==> src/rtl/id_regfile_hazard.sv <==
// id_regfile_hazard: decode-stage 32x32 register file with load-use stall
// detection and a saturating stall-cycle counter.
// Optional build macro: REGFILE_BYPASS_EN -- same-cycle write-through from
// the WB port to the read ports (default build: reads see stored data only).

// One read port: combinational lookup with r0 hardwired to zero and an
// optional write-through from the WB port.
module id_regfile_rdport #(
  parameter bit BYPASS = 1'b0
) (
  input  logic [4:0]        addr,
  input  logic [31:0][31:0] mem,
  input  logic              wb_we,
  input  logic [4:0]        wb_addr,
  input  logic [31:0]       wb_data,
  output logic [31:0]       data
);
  logic byp_hit;

  assign byp_hit = BYPASS && wb_we && (wb_addr != 5'd0) && (wb_addr == addr);

  // r0 wins over everything, then the WB write-through, then storage
  always_comb begin
    data = mem[addr];
    if (addr == 5'd0)  data = '0;
    else if (byp_hit)  data = wb_data;
  end
endmodule

module id_regfile_hazard (
  input  logic        CLOCK,
  input  logic        RESET,
  input  logic [4:0]  RSAddr,
  input  logic [4:0]  RTAddr,
  input  logic        UsesRS,
  input  logic        UsesRT,
  input  logic        WBWriteEN,
  input  logic [4:0]  WBAddr,
  input  logic [31:0] WBData,
  input  logic        EXMemRead,
  input  logic [4:0]  EXDstAddr,
  output logic [31:0] RegData1,
  output logic [31:0] RegData2,
  output logic        Stall,
  output logic [31:0] StallCount
);
  localparam int NUM_LANES = 2;
  localparam int VEC_W     = 32;
`ifdef REGFILE_BYPASS_EN
  localparam bit BYPASS = 1'b1;
`else
  localparam bit BYPASS = 1'b0;
`endif

  logic [31:0][VEC_W-1:0]          mem;
  logic [NUM_LANES-1:0][4:0]       rd_addr;
  logic [NUM_LANES-1:0][VEC_W-1:0] rd_data;
  logic [NUM_LANES-1:0]            rd_uses;
  logic [NUM_LANES-1:0]            rd_hit;
  logic [31:0]                     stall_cnt;

  assign rd_addr = {RTAddr, RSAddr};
  assign rd_uses = {UsesRT, UsesRS};

  // Storage; entry 0 is never written so it stays at its reset value.
  always_ff @(posedge CLOCK or posedge RESET) begin
    if (RESET)                               mem <= '0;
    else if (WBWriteEN && WBAddr != 5'd0)    mem[WBAddr] <= WBData;
  end

  // Lane 0 serves RS, lane 1 serves RT; mem and WB port are broadcast.
  id_regfile_rdport #(.BYPASS(BYPASS)) u_rd [NUM_LANES-1:0] (
    .addr    (rd_addr),
    .mem     (mem),
    .wb_we   (WBWriteEN),
    .wb_addr (WBAddr),
    .wb_data (WBData),
    .data    (rd_data)
  );

  assign RegData1 = rd_data[0];
  assign RegData2 = rd_data[1];

  // Per-lane match of a used source against the load destination in EX.
  always_comb begin
    for (int l = 0; l < NUM_LANES; l++)
      rd_hit[l] = rd_uses[l] && (rd_addr[l] == EXDstAddr);
  end

  // A load into r0 never creates a dependency.
  assign Stall = EXMemRead && (EXDstAddr != 5'd0) && (|rd_hit);

  // Stall-cycle counter, pinned at all-ones once it gets there.
  always_ff @(posedge CLOCK or posedge RESET) begin
    if (RESET)                              stall_cnt <= '0;
    else if (Stall && stall_cnt != '1)      stall_cnt <= stall_cnt + 32'd1;
  end

  assign StallCount = stall_cnt;
endmodule
==> config.mk <==
export PLATFORM = sky130hd
export DESIGN_NAME = id_regfile_hazard
export DESIGN_NICKNAME = d
export VERILOG_FILES = /design/src/rtl/id_regfile_hazard.sv
export SDC_FILE = /design/constraint.sdc
export NUM_CORES = 2
export LEC_CHECK = 0
export ABC_AREA = 1
export CORE_MARGIN = 2
export CORE_UTILIZATION = 36
export CTS_BUF_LIST = sky130_fd_sc_hd__clkbuf_4 sky130_fd_sc_hd__clkbuf_8 sky130_fd_sc_hd__clkbuf_16
export DETAILED_ROUTE_END_ITERATION = 10
export SLEW_MARGIN = 20
export SYNTH_ARGS = -nofsm -noshare
export SYNTH_HDL_FRONTEND = slang
export SYNTH_SLANG_ARGS = --single-unit
export TNS_END_PERCENT = 5
==> constraint.sdc <==
create_clock -name CLOCK -period 105.6 [get_ports CLOCK]
set_input_delay 21.12 -clock CLOCK [delete_from_list [all_inputs] [get_ports CLOCK]]
set_output_delay 21.12 -clock CLOCK [all_outputs]
set_load 0.02 [all_outputs]
==> results.md <==
- GPL Wtd Cong: 0.8576
- RR Startpoint: StallCount[0]
- First-pass GRT wire length: 350.6 mm
- Largest net degree at the start of global routing: 183
- Final ANT Viol Nets: 0
- DR iter-0 viols: about 8000
- Antenna violations before repair: 5
- I/O pin cnt: 155
- Gr ovfl total: 0
- Worst Max-Slew Pin Slew: approximately 1.3 ns
- Die ar.: 0.1661 mm^2
- Max Cap Viol: 0
- CTS Hold Buffers Added: 0
- Per-cell routed wire length: around 22 um
- Final Slew Violations: 0
- RSZ-0062 raised after global routing: false
- I/O Buffers: ~150
- Area grow syn2layout: 10.74%
- Max FO, Critical Path: 182
- XOR/XNOR share of the synthesized area: less than 1%
- H-tree levels: 3
- Fmax: about 21 MHz
- Cell Pwr Density: about 18 mW/mm^2
- PnR worst setup slack: between 50 and 60 ns
- Register bit total from synthesis: 1056
- Crit path required time: roughly 84 ns
- Max-slew headroom: roughly 16%
- Detailed Routing Iterations Pass 1: 6
- Worst-path clk slew: 0.06 ns
- Yosys cell types: 26
- Setup TNS: 0 ns
- DIE HEIGHT: 407.6 um
- Final setup viols: 0
- Crit start category: primary input
- Syn Nets: between 8000 and 9000
- Outcome: completed
- Mapped Cells: between 8000 and 9000
- RR Endpoint: StallCount[13]
- CTS buffer count: 118
- DRC viols: 0
- Tcrit/Tclk final: roughly 45%
- Bufs on Longest Clock Path: 3
- Worst reg2reg path depth: 10
- HP Start: mem[5]
- Hold worst-path end: mem[5]
- Fillcell total: approximately 17000
- Clk_skew: 0.01563 ns
- Core area: ~0.16 mm^2
- Hold crit path type: flop to flop
- Clock Latency Late Sink: between 0.7 and 0.8 ns
- Share of layout cells above drive strength 1: ~4.3%
- Kind of critical path: primary input to output pin
- Compound-gate portion of the synthesized area: around a tenth
- Layout net count: around 8300
- Peak VDD IR: roughly 0.015 mV
- Crit path DAT: 26.36 ns
- Vias post-DR: between 50000 and 60000
- Leak pwr: between 30 and 40 nW
- CTS root buffer: clkbuf_16
- Post-route minimum period: 47.48 ns
- Adder-Cell Fraction of Synth Area: less than 1%
- Hold Vio Cnt, Final: 0
- Register-to-register setup slack: a little over 100 ns
- Vias in the first global route: ~55000
- Die W: 407.6 um
- Setup Fix Bufs, Post-CTS: 0
- Row cnt: between 100 and 150
- Synthesized area: a little under 0.06 mm^2
- Sequential share of the synthesized area: 45.07%
- Syn avg cell area: between 6 and 7 um^2
- Mux contribution to synthesized area: 0%
- Post-DP HPWL: about 120 mm
- CTS sink count: 1056
- Hold depth: 0
- Total global-route track usage: between 20 and 30%
- YS warnings: 0
- Post-Synth Simple-Gate Area: 38.04%
- Crit end category: output pin
- Main combinational cell family by area after synthesis: simple AND/OR/NAND/NOR gates
- Initial Utilization: 36.15%
- TritonCTS clock tree: built
- Post_cts resized: 0
- Place WS: slightly below 60 ns
- Vias per inst: approximately 5.6
- Post-Route WL: 230.6 mm
## synthesized netlist by cell type, drive strengths merged
cell type | n | area share [%]
nand2 | 3546 | 23
nand3 | 1393 | 12
dfrtp | 1056 | 45
o21ai | 967 | 8.3
clkbuf | 556 | 3.6
nor2 | 472 | 3.1
a21oi | 282 | 2.4
buf | 208 | 1.6
inv | 106 | 0.68
xnor2 | 18 | 0.27
nor3 | 14 | 0.14
clkinv | 6 | 0.038
nand3b | 6 | 0.077
nand4 | 5 | 0.053
xor2 | 5 | 0.075
and2 | 1 | 0.011
and3 | 1 | 0.011
ha | 1 | 0.021
nor4 | 1 | 0.036
## registers in the layout, summed over array words and instances, names as in the netlist
register and cells:
mem 1024, StallCount 32
## power by group
part | internal, mW | switching [mW] | total, mW
Sequential | 0.479 | 0.0589 | 0.538
Combinational | 0.0839 | 0.146 | 0.230
Clock | 0.252 | 0.181 | 0.432
Total | 0.815 | 0.386 | 1.20
## routing by layer
metal	GRT usage (%)	vias up	part of all wire [%]
li1	-	27170	-
met1	38.43	28050	43
met2	41.24	3290	43
met3	4.740	527	10
met4	10.09	2	3.8
met5	0	-	0.0030
## critical path, stage by stage
cell,delay [ns]
buf_8,0.41
buf_4,0.76
buf_12,0.61
buf_4,0.98
nand2_1,0.12
nand3_1,0.12
nand3_1,0.10
nand2_1,0.11
nand2_1,0.05
nand3_1,0.12
nand2_1,0.08
nor2_1,0.53
clkdlybuf4s50_1,0.74
## worst max path at each step
stage | from | endpoint | slack, ns | depth (start not counted)
floorplan | RESET | StallCount[0] | 54.76 | 1
global placement | RTAddr[0] | RegData2[7] | 58.47 | 13
detailed placement | RTAddr[0] | RegData2[7] | 58.44 | 13
CTS | RTAddr[0] | RegData2[7] | 58.42 | 13
global route | RTAddr[0] | RegData2[10] | 58.07 | 13
finish | RSAddr[0] | RegData1[28] | 58.12 | 13
## per-stage QoR
step                      util [%]  cells  total power [mW]  hold WS, ns  instance area [um^2]
after global placement       37.50  10290            0.7638       0.3855                 60820
after detailed placement     37.52  10290            0.7705       0.3894                 60860
final                        40.03  10510             1.201       0.4006                 64930
after floorplan                  -   8644            0.7002       0.4508                 58630
after CTS                    40.01  10510             1.203       0.4034                 64900
after global routing         40.03  10510             1.265       0.4110                 64930
## cell type report
| type | instances | area [um^2] | share of cell area [%] |
|---|---|---|---|
| multi-input cells | 6712 | 28960 | 44.60 |
| diodes | 2 | 5.005 | 0.007708 |
| clock inverters | 37 | 446.7 | 0.6879 |
| well taps | 2175 | 2721 | 4.191 |
| inverters | 112 | 473.0 | 0.7284 |
| clock buffers | 174 | 3590 | 5.528 |
| repair buffers | 240 | 2311 | 3.559 |
| flip-flops and latches | 1056 | 26430 | 40.70 |
## layout by cell type (no fill, tap or decap), types with 9 or more instances in the layout
master / instances
nand3_1: 1390
nand2_4: 26
clkdlybuf4s50_1: 144
buf_4: 78
dfrtp_1: 1056
clkbuf_16: 120
nor3_1: 10
clkbuf_8: 29
o21ai_0: 967
nor2_1: 467
clkinv_2: 20
inv_1: 98
buf_12: 9
nand2_1: 3520
clkbuf_4: 25
xnor2_1: 18
a21oi_1: 282
## logic make-up after synthesis
logic type / after synthesis
flip-flops: 1056
XOR/XNOR: 23
adder cells (fa/ha/maj): 1
buffers and inverters: 876
AO/OA/AOI/OAI: 1249
AND/OR/NAND/NOR: 5439
Power figures use the tool's default switching activity.
